$ cat src/rtl/pin_pkg.sv
// pin_collision shared types and pin-triangle geometry.
// Pins are row-major: row r holds r+1 pins, head pin is index 0.
package pin_pkg;

    localparam int NUM_PINS = 10;

    typedef logic [10:0] xpos_t;
    typedef logic [9:0]  ypos_t;
    typedef logic [NUM_PINS-1:0] mask_t;

    typedef enum logic [1:0] {
        IDLE,
        SCAN,
        REPORT
    } state_t;

    function automatic int pin_row(input logic [3:0] idx);
        if (idx >= 4'd6)      return 3;
        else if (idx >= 4'd3) return 2;
        else if (idx >= 4'd1) return 1;
        else                  return 0;
    endfunction

    function automatic xpos_t pin_x(input logic [3:0] idx,
                                    input int base,
                                    input int spacing);
        return xpos_t'(base + pin_row(idx) * spacing);
    endfunction

    function automatic ypos_t pin_y(input logic [3:0] idx,
                                    input int base,
                                    input int spacing);
        int r;
        int k;
        r = pin_row(idx);
        k = int'(idx) - (r * (r + 1)) / 2;
        return ypos_t'(base + ((2 * k - r) * spacing) / 2);
    endfunction

    function automatic logic [3:0] pin_count(input mask_t m);
        logic [3:0] c;
        c = '0;
        for (int i = 0; i < NUM_PINS; i++) c = c + 4'(m[i]);
        return c;
    endfunction

endpackage

$ cat src/rtl/pin_collision_if.sv
// Bundle between ball kinematics, pin_collision and frame/score logic.
// master drives ball state, slave reports knocked pins and score.
interface pin_collision_if;
    logic [10:0] ball_x;
    logic [9:0]  ball_y;
    logic        check_collision;
    logic        ball_done;
    logic        clear_in;
    logic [9:0]  pins_down;
    logic        hit_valid;
    logic [3:0]  hit_index;
    logic [3:0]  score;
    logic        score_valid;
    logic        busy;

    modport master (
        output ball_x, ball_y, check_collision, ball_done, clear_in,
        input  pins_down, hit_valid, hit_index, score, score_valid, busy
    );

    modport slave (
        input  ball_x, ball_y, check_collision, ball_done, clear_in,
        output pins_down, hit_valid, hit_index, score, score_valid, busy
    );
endinterface

$ cat src/rtl/dist_sq_cmp.sv
// Squared-distance test of the ball against one pin centre.
// Hit is inclusive of the touching boundary.
module dist_sq_cmp
    import pin_pkg::*;
#(
    parameter int THRESH = 196
) (
    input  xpos_t ball_x,
    input  ypos_t ball_y,
    input  xpos_t pin_x,
    input  ypos_t pin_y,
    output logic  hit
);

    logic signed [11:0] dx;
    logic signed [10:0] dy;
    logic signed [23:0] dx_w;
    logic signed [23:0] dy_w;
    logic        [23:0] d2;

    assign dx   = signed'({1'b0, ball_x} - {1'b0, pin_x});
    assign dy   = signed'({1'b0, ball_y} - {1'b0, pin_y});
    assign dx_w = 24'(dx);
    assign dy_w = 24'(dy);
    assign d2   = unsigned'(dx_w * dx_w) + unsigned'(dy_w * dy_w);
    assign hit  = (d2 <= 24'(THRESH));

endmodule

$ cat src/rtl/pin_collision.sv
// Scans the 10-pin triangle, one pin per cycle, for each new ball position.
// Keeps a sticky knocked mask and reports a pin count after each roll.
module pin_collision
    import pin_pkg::*;
#(
    parameter int BALL_R      = 8,
    parameter int PIN_R       = 6,
    parameter int PIN_BASE_X  = 700,
    parameter int PIN_BASE_Y  = 384,
    parameter int PIN_SPACING = 40
) (
    input  logic            clk_in,
    input  logic            rst_in,
    pin_collision_if.slave  bus
);

    localparam int THRESH = (BALL_R + PIN_R) * (BALL_R + PIN_R);

    state_t     state;
    logic [3:0] idx;
    logic       done_pend;
    logic       last_valid;
    xpos_t      last_x;
    ypos_t      last_y;
    mask_t      pins_q;
    mask_t      mask_next;
    xpos_t      cur_px;
    ypos_t      cur_py;
    logic       hit;
    logic       newly;
    logic       start;
    logic       hit_valid_q;
    logic [3:0] hit_index_q;
    logic [3:0] score_q;
    logic       score_valid_q;
    logic       busy_q;

    assign cur_px = pin_x(idx, PIN_BASE_X, PIN_SPACING);
    assign cur_py = pin_y(idx, PIN_BASE_Y, PIN_SPACING);

    // Scan uses the latched position so mid-scan updates are ignored
    dist_sq_cmp #(.THRESH(THRESH)) u_cmp (
        .ball_x (last_x),
        .ball_y (last_y),
        .pin_x  (cur_px),
        .pin_y  (cur_py),
        .hit    (hit)
    );

    assign start = bus.check_collision &&
                   (!last_valid || bus.ball_x != last_x ||
                    bus.ball_y != last_y);

    always_comb begin
        newly     = (state == SCAN) && hit && !pins_q[idx];
        mask_next = pins_q;
        if (newly) mask_next[idx] = 1'b1;
    end

    always_ff @(posedge clk_in or posedge rst_in) begin
        if (rst_in) begin
            state         <= IDLE;
            idx           <= '0;
            done_pend     <= 1'b0;
            last_valid    <= 1'b0;
            last_x        <= '0;
            last_y        <= '0;
            pins_q        <= '0;
            hit_valid_q   <= 1'b0;
            hit_index_q   <= '0;
            score_q       <= '0;
            score_valid_q <= 1'b0;
            busy_q        <= 1'b0;
        end else begin
            hit_valid_q   <= 1'b0;
            score_valid_q <= 1'b0;
            if (bus.clear_in) begin
                state      <= IDLE;
                idx        <= '0;
                done_pend  <= 1'b0;
                last_valid <= 1'b0;
                pins_q     <= '0;
                busy_q     <= 1'b0;
            end else begin
                unique case (state)
                    IDLE: begin
                        if (bus.ball_done) begin
                            state         <= REPORT;
                            score_q       <= pin_count(pins_q);
                            score_valid_q <= 1'b1;
                            done_pend     <= 1'b0;
                            busy_q        <= 1'b1;
                        end else if (start) begin
                            state      <= SCAN;
                            idx        <= '0;
                            last_x     <= bus.ball_x;
                            last_y     <= bus.ball_y;
                            last_valid <= 1'b1;
                            busy_q     <= 1'b1;
                        end
                    end
                    SCAN: begin
                        pins_q <= mask_next;
                        if (newly) begin
                            hit_valid_q <= 1'b1;
                            hit_index_q <= idx;
                        end
                        if (bus.ball_done) done_pend <= 1'b1;
                        if (idx == 4'(NUM_PINS - 1)) begin
                            idx <= '0;
                            if (done_pend || bus.ball_done) begin
                                // Count includes a hit on the final pin
                                state         <= REPORT;
                                score_q       <= pin_count(mask_next);
                                score_valid_q <= 1'b1;
                                done_pend     <= 1'b0;
                            end else begin
                                state  <= IDLE;
                                busy_q <= 1'b0;
                            end
                        end else begin
                            idx <= idx + 4'd1;
                        end
                    end
                    REPORT: begin
                        state  <= IDLE;
                        busy_q <= 1'b0;
                    end
                    default: begin
                        state  <= IDLE;
                        busy_q <= 1'b0;
                    end
                endcase
            end
        end
    end

    assign bus.pins_down   = pins_q;
    assign bus.hit_valid   = hit_valid_q;
    assign bus.hit_index   = hit_index_q;
    assign bus.score       = score_q;
    assign bus.score_valid = score_valid_q;
    assign bus.busy        = busy_q;

endmodule

$ cat src/flat_wrapper.sv
// flat-port wrapper written by rule: the top's interface ports become plain ports
module pin_collision_flat import pin_pkg::*;
#(
    parameter int BALL_R      = 8,
    parameter int PIN_R       = 6,
    parameter int PIN_BASE_X  = 700,
    parameter int PIN_BASE_Y  = 384,
    parameter int PIN_SPACING = 40
)
  (clk_in, rst_in, bus_ball_x, bus_ball_y, bus_check_collision, bus_ball_done, bus_clear_in, bus_pins_down, bus_hit_valid, bus_hit_index, bus_score, bus_score_valid, bus_busy);
  pin_collision_if bus_i ();
  input  logic clk_in;
  input  logic rst_in;
  input wire logic [$bits(bus_i.ball_x)-1:0] bus_ball_x;
  input wire logic [$bits(bus_i.ball_y)-1:0] bus_ball_y;
  input wire logic [$bits(bus_i.check_collision)-1:0] bus_check_collision;
  input wire logic [$bits(bus_i.ball_done)-1:0] bus_ball_done;
  input wire logic [$bits(bus_i.clear_in)-1:0] bus_clear_in;
  output wire logic [$bits(bus_i.pins_down)-1:0] bus_pins_down;
  output wire logic [$bits(bus_i.hit_valid)-1:0] bus_hit_valid;
  output wire logic [$bits(bus_i.hit_index)-1:0] bus_hit_index;
  output wire logic [$bits(bus_i.score)-1:0] bus_score;
  output wire logic [$bits(bus_i.score_valid)-1:0] bus_score_valid;
  output wire logic [$bits(bus_i.busy)-1:0] bus_busy;
  assign bus_i.ball_x = bus_ball_x;
  assign bus_i.ball_y = bus_ball_y;
  assign bus_i.check_collision = bus_check_collision;
  assign bus_i.ball_done = bus_ball_done;
  assign bus_i.clear_in = bus_clear_in;
  assign bus_pins_down = bus_i.pins_down;
  assign bus_hit_valid = bus_i.hit_valid;
  assign bus_hit_index = bus_i.hit_index;
  assign bus_score = bus_i.score;
  assign bus_score_valid = bus_i.score_valid;
  assign bus_busy = bus_i.busy;
  pin_collision #(.BALL_R(BALL_R), .PIN_R(PIN_R), .PIN_BASE_X(PIN_BASE_X), .PIN_BASE_Y(PIN_BASE_Y), .PIN_SPACING(PIN_SPACING)) u_core (.clk_in(clk_in), .rst_in(rst_in), .bus(bus_i));
endmodule
$ cat config.mk
export PLATFORM = sky130hd
export DESIGN_NAME = pin_collision_flat
export DESIGN_NICKNAME = d
export VERILOG_FILES = /design/src/rtl/pin_pkg.sv /design/src/rtl/pin_collision_if.sv /design/src/rtl/dist_sq_cmp.sv /design/src/rtl/pin_collision.sv /design/src/flat_wrapper.sv
export SDC_FILE = /design/constraint.sdc
export NUM_CORES = 1
export LEC_CHECK = 0
export ABC_AREA = 1
export BUFFER_PORTS_ARGS = -buffer_cell sky130_fd_sc_hd__clkbuf_2
export CAP_MARGIN = 20
export CORE_AREA = 2 2 166 135
export DETAILED_ROUTE_END_ITERATION = 8
export DIE_AREA = 0 0 168 137
export PLACE_DENSITY = 0.83
export SLEW_MARGIN = 10
export SYNTH_ARGS = -nofsm -noshare
export SYNTH_HDL_FRONTEND = slang
export SYNTH_SLANG_ARGS = --single-unit
$ cat constraint.sdc
create_clock -name clk_in -period 22.6 [get_ports clk_in]
set_input_delay 5.65 -clock clk_in [delete_from_list [all_inputs] [get_ports clk_in]]
set_output_delay 5.65 -clock clk_in [all_outputs]
set_load 0.03 [all_outputs]
### Word-level counts from Yosys, hierarchy flattened

Cells that the tools add are included.

* register bits: 50
* bits in latches: 0
* RAM bits: 0
* ROM bits: 0
* input bits: 26
* memories: 0

* add/subtract/negate cells: 28
* multiply operators: 5
* div/mod/pow operators: 0
* magnitude comparators: 6
* eq/ne operators: 14
* shift-type cells: 0
* muxes and demuxes: 48
* bitwise gates (word level): 4
* reductions and logical operators: 23

Operator list (number)
* adder 4 x 1 -> 4 bit: 16
* multiplier 32 x 4 -> 8 bit (second input constant): 2
* two-way mux 32 bit: 2
* adder 32 x 2 -> 32 bit (second input constant): 1
* multiplier 32 x 32 -> 32 bit: 1
* subtractor 32 bit: 1
* adder 31 x 1 -> 31 bit: 1
* subtractor 5 x 31 -> 31 bit: 1
* two-way mux 10 bit: 3
* two-way mux 4 bit: 7
* adder 24 bit: 1
* <= comparator 24 x 8 -> 1 bit (second input constant): 1
* multiplier 12 x 12 -> 24 bit: 1
* two-way mux 1 bit: 23
* multiplier 11 x 11 -> 22 bit: 1
* one-hot mux 4 bit (2 select lines): 2
* inequality test 3 bit (second input constant): 4
* AND reduction 3 bit: 4
* subtractor 11 x 11 -> 12 bit: 1
* adder 11 bit (first input constant): 1
* inequality test 11 bit: 1
* subtractor 10 x 10 -> 11 bit: 1
* adder 10 bit (first input constant): 1
* two-way mux 2 bit: 5
* 29 further kinds: 46

### Logic depth before layout (Yosys ltp)

* word-level depth: 31
* gate-level depth with buffers: 83

### Cells and area by module

From an unflattened synthesis, not the netlist that was laid out.

* cells, all modules: 1854
* area, all modules: 14637.8 um^2

By module, submodules not included
* dist_sq_cmp: instances 1, cells an instance 1315, area an instance 10752.8 um^2, seq. area each 0.0 um^2
* pin_collision: instances 1, cells an instance 539, area an instance 3885.0 um^2, seq. area each 1251.2 um^2

### Least setup slack after synthesis

No wires, ideal clock.

* path type: flip-flop to flip-flop
* from: register u_core.idx[1]
* to: register u_core.score_q[1], in the netlist u_core.bus.score[1]
* setup time: 0.066 ns
* data arrival time: 16.519 ns
* required time: 22.534 ns
* slack: 6.015 ns
* stages on the path, launching flop included: 73
* path buffers: 2
* clock period less this slack: 16.585 ns
* cells stage by stage: dfrtp_1 > buf_4 > nor2_1 > nor2_1 > a21oi_1 > ha_1 > ha_1 > inv_1 > ha_1 > xor2_1 > fa_1 > nor3_1 > xor2_1 > ha_1 > inv_1 > fa_1 > xnor2_1 > inv_1 > [37 not listed] > a21oi_1 > nand2_1 > xor2_1 > nor3_2 > buf_2 > nand4_1 > nand2_1 > ha_1 > inv_1 > fa_1 > fa_1 > fa_1 > inv_1 > fa_1 > inv_1 > fa_1 > o211ai_1 > o21a_1

* cells in the longest elaborated chain, start to end: 31
* elaborated cells on any way between the ends: 49
* those cells by class: 18 x add/sub; 5 x mul; 6 x order compare; 2 x eq/ne; 11 x mux; 2 x bitwise; 5 x reduce/logical

Ends and longest elaborated chain
* start: declaration: RTL line pin_collision.sv:20 `logic [3:0] idx;`
* start signal: assignment: RTL line pin_collision.sv:122 `idx <= idx + 4'd1;`
* >= comparator 4 x 1 -> 1 bit: RTL line pin_pkg.sv:20 `else if (idx >= 4'd1) return 1;`
* two-way mux 1 bit: RTL line pin_pkg.sv:20
* two-way mux 32 bit: RTL line pin_pkg.sv:19 `else if (idx >= 4'd3) return 2;`
* two-way mux 32 bit: RTL line pin_pkg.sv:18 `if (idx >= 4'd6) return 3;`
* adder 32 x 2 -> 32 bit: RTL line pin_pkg.sv:36 `k = int'(idx) - (r * (r + 1)) / 2;`
* multiplier 32 x 32 -> 32 bit: RTL line pin_pkg.sv:36
* bitwise AND 1 bit (no line)
* adder 31 x 1 -> 31 bit (no line)
* [7 not listed]
* <= comparator 24 x 8 -> 1 bit: RTL line dist_sq_cmp.sv:26 `assign hit = (d2 <= 24'(THRESH));`
* logical AND 1 bit (2 in a row): RTL line pin_collision.sv:55 `newly = (state == SCAN) && hit && !pins_q[idx];`
* two-way mux 10 bit: RTL line pin_collision.sv:57 `if (newly) mask_next[idx] = 1'b1;`
* adder 1 x 1 -> 2 bit: RTL line pin_pkg.sv:43 `for (int i = 0; i < NUM_PINS; i++) c = c + 4'(m[i]);`
* adder 4 x 1 -> 4 bit (8 in a row): RTL line pin_pkg.sv:43
* two-way mux 4 bit: RTL line pin_collision.sv:111 `if (done_pend || bus.ball_done) begin`
* two-way mux 4 bit: RTL line pin_collision.sv:109 `if (idx == 4'(NUM_PINS - 1)) begin`
* one-hot mux 4 bit (2 select lines): RTL line pin_collision.sv:85 `unique case (state)`
* end signal: assignment: RTL line pin_collision.sv:89 `score_q <= pin_count(pins_q);`
* end signal: assignment: RTL line pin_collision.sv:114 `score_q <= pin_count(mask_next);`
* end: declaration: RTL line pin_collision.sv:34 `logic [3:0] score_q;`

Several ways; a longest one is shown, not always the timed one. The select of a mux whose other input is x is not followed.
A chain may end at the register's enable or synchronous reset.

### Worst setup path in the final report

Same ends and word-level chain as after synthesis.

==> impl_metrics.yaml <==
clock_network:
  cts_tree: "built"
  cts_buffer_depth: 2
  cts_sinks: 50
  clk_latency_ps: 300
  postCtsSetupRepairBufs: 0
  clockRootBuffer: "clkbuf_16"
  ctsResizeCount: 0
  htreeDepth: 2
  cts_buffers: 5
  clk_pin_slew_worst_paths_ps: 70
  hold_buffers: 0
global_routing:
  groute.usage.overall: 0.290
  grt_pass1_wl_um: 53200
  antenna_found_initial: 0
  grt_max_degree: 51
  overflow: 0
  grt_pass1_vias: 11200
logic_synthesis:
  ys_seq_elements: 50
  yosysTopAreaCell: "fa_1"
  syn_inst: 1680
  synth_fp_nets: 2117
  yosysSeqAreaShare: 0.0900
  synth_cell_types: 47
  netlist_area_um2: 13900
  postSynthAreaPerCell_um2: 8.28
  yosysTopAreaCellShare: 0.379
  ys_warn_count: 0
  synth.area.top_cells: "fa_1, ha_1, inv_1, dfrtp_1, nand2_1"
worst_setup_path:
  required_ps: 22830
  critPathMaxStageDelay_ps: 590
  r2r_start: "u_core.idx[1]"
  r2r-end: "u_core.bus.score[1]"
  cp-startpoint: "u_core.idx[1]"
  crit_path_end: "u_core.bus.score[1]"
  worstSetupEndpointType: "flip-flop"
  cp_slowest_cell: "dfrtp_1"
  cp_max_fo: 14
  path_class: "flip-flop to flip-flop"
  cp_common_cell: "fa_1"
  r2r_cells: 71
  cp_data_arrival_time_ps: 18980
  start_kind: "flip-flop"
  reg2reg_slack_ps: 3850
sta:
  setup_viol: 0
  fin_skew_ps: 7.93
  drv_slew: 0
  slew_headroom: 0.334
  fin_crit_sh: 0.830
  fmax_mhz: 53.3
  tightestPinTransition_ps: 999
  finalSetupTns_ps: 0
  finalCriticalPeriod_ps: 18750
  hold_viol_final: 0
  rsz0062_at_grt: "false"
detailed_routing:
  wl_um: 31000
  post_drt_wl_per_cell_um: 15.6
  firstDrtPassIters: 5
  viasPerCell: 5.48
  vias: 10900
  drt_iter0_markers: 849
  ant_nets: 0
  drcViolationCount: 0
final_layout:
  layout-drive-gt1-share: 0.0602
  diodes: 0
  syn_to_final_growth_pct: 4.85
  layout.nets: 2146
placed_design:
  dp_hpwl_um: 27000
  port_buffers: 46
  gp_congestion: 0.947
floorplan:
  rows: 48
  initial_core_util: 0.652
  coreArea_um2: 21300
  dieArea_um2: 23000
  fp.dieH_um: 137
  die_w_um: 168
  ios: 47
min_path:
  min_path_type: "flip-flop to flip-flop"
job:
  maxCapViolCount: 0
run_status:
  status: "finished, final reports clean"
-- worst min path at each step --
stage                                    from                  end  slack [ps]  cells past startpoint
after floorplan             u_core.last_valid    u_core.last_valid         470                      2
after global placement    u_core.bus.score[1]  u_core.bus.score[1]         470                      1
after detailed placement      u_core.bus.busy      u_core.bus.busy         470                      2
after CTS                 u_core.bus.score[1]  u_core.bus.score[1]         490                      1
after global routing      u_core.bus.score[1]  u_core.bus.score[1]         510                      1
final                     u_core.bus.score[1]  u_core.bus.score[1]         490                      1
-- cell usage after synthesis (all sizes together) --
master / instances
inv: 459
fa: 263
nand2: 225
nor2: 182
ha: 148
a21oi: 74
dfrtp: 50
o21ai: 47
nand3: 38
xnor2: 36
xor2: 33
nand4: 17
clkbuf: 15
buf: 13
nor3: 12
or2: 12
nand3b: 8
o22ai: 6
a21o: 5
o211ai: 5
o21a: 5
o21bai: 5
o31ai: 5
a31oi: 3
o2111ai: 3
a221oi: 2
clkinv: 2
nor4: 2
a22o: 1
a22oi: 1
and2: 1
mux2i: 1
nor3b: 1
-- state kept, by name, summed over array words and instances, names as in the netlist --
signal	count
u_core.last_x	11
u_core.bus.pins_down	10
u_core.last_y	10
u_core.bus.hit_index	4
u_core.bus.score	4
u_core.idx	4
u_core.state	2
u_core.bus.busy	1
u_core.bus.hit_valid	1
u_core.bus.score_valid	1
u_core.done_pend	1
u_core.last_valid	1
-- logic make-up (layout without fill, tap and decap cells) --
kind of cell	after synthesis	count (layout)	share of synthesized area
AOI/OAI and AO/OA	162	162	0.0671
xor gates and xnor gates	69	69	0.0445
adders and majority gates	411	411	0.512
buffers and inverters	489	519	0.134
DFF	50	50	0.0900
muxes	1	1	0.000720
and+or+nand+nor	498	498	0.152
-- critical path: cells and delay by family, from the launching register on --
kind,cells,cell delay (ps)
adder cells (fa/ha/maj),26,10760
AND/OR/NAND/NOR,14,2590
AO/OA/AOI/OAI,10,2150
XOR/XNOR,8,1350
buffers and inverters,13,1220
flip-flops,1,590
-- layer usage --
metal	share of wire	vias to the layer above	routed length, um	track usage
met4	0.019	0	581	0.0623
met2	0.47	395	14600	0.486
met3	0.080	49	2470	0.0442
met1	0.43	5355	13300	0.406
li1	-	5071	-	-
met5	0	-	0	0
-- stage by stage --
step / utilization / instance area (um^2) / std cells / hold WS (ps) / setup slack [ps]
after global routing: 0.684 / 14600 / 1985 / 509 / 2670
after detailed placement: 0.675 / 14400 / 1976 / 472 / 4090
final: 0.684 / 14600 / 1985 / 490 / 3850
after global placement: 0.674 / 14400 / 1975 / 474 / 4720
after floorplan: - / 13900 / 1680 / 471 / 6010
after CTS: 0.683 / 14600 / 1984 / 494 / 4030
-- area by class of cell --
class	instances	area, um^2
well taps	275	344
multi-input cells	1141	10800
flip-flops and latches	50	1250
clock buffers	6	129
repair buffers	50	293
fillers	1668	6740
clock inverters	2	37.5
inverters	461	1730
-- cells in the final DEF (no fill, tap or decap), types with 8 or more instances in the layout --
cell / synthesis / layout
inv_1: 447 / 446
xor2_1: 32 / 32
nor3_1: 10 / 10
ha_1: 148 / 148
nor2_2: 8 / 8
fa_1: 263 / 263
inv_2: 11 / 12
nor2_1: 174 / 174
clkbuf_2: 0 / 46
dfrtp_1: 50 / 50
nand2_1: 221 / 221
nand3_1: 35 / 35
o21ai_1: 12 / 12
a21oi_1: 69 / 69
xnor2_1: 35 / 35
o21ai_0: 35 / 35
nand4_1: 17 / 17
Power is left out: the tool's default activity adds up to more than one toggle a clock period on the data nets, which glitch-free logic cannot reach.
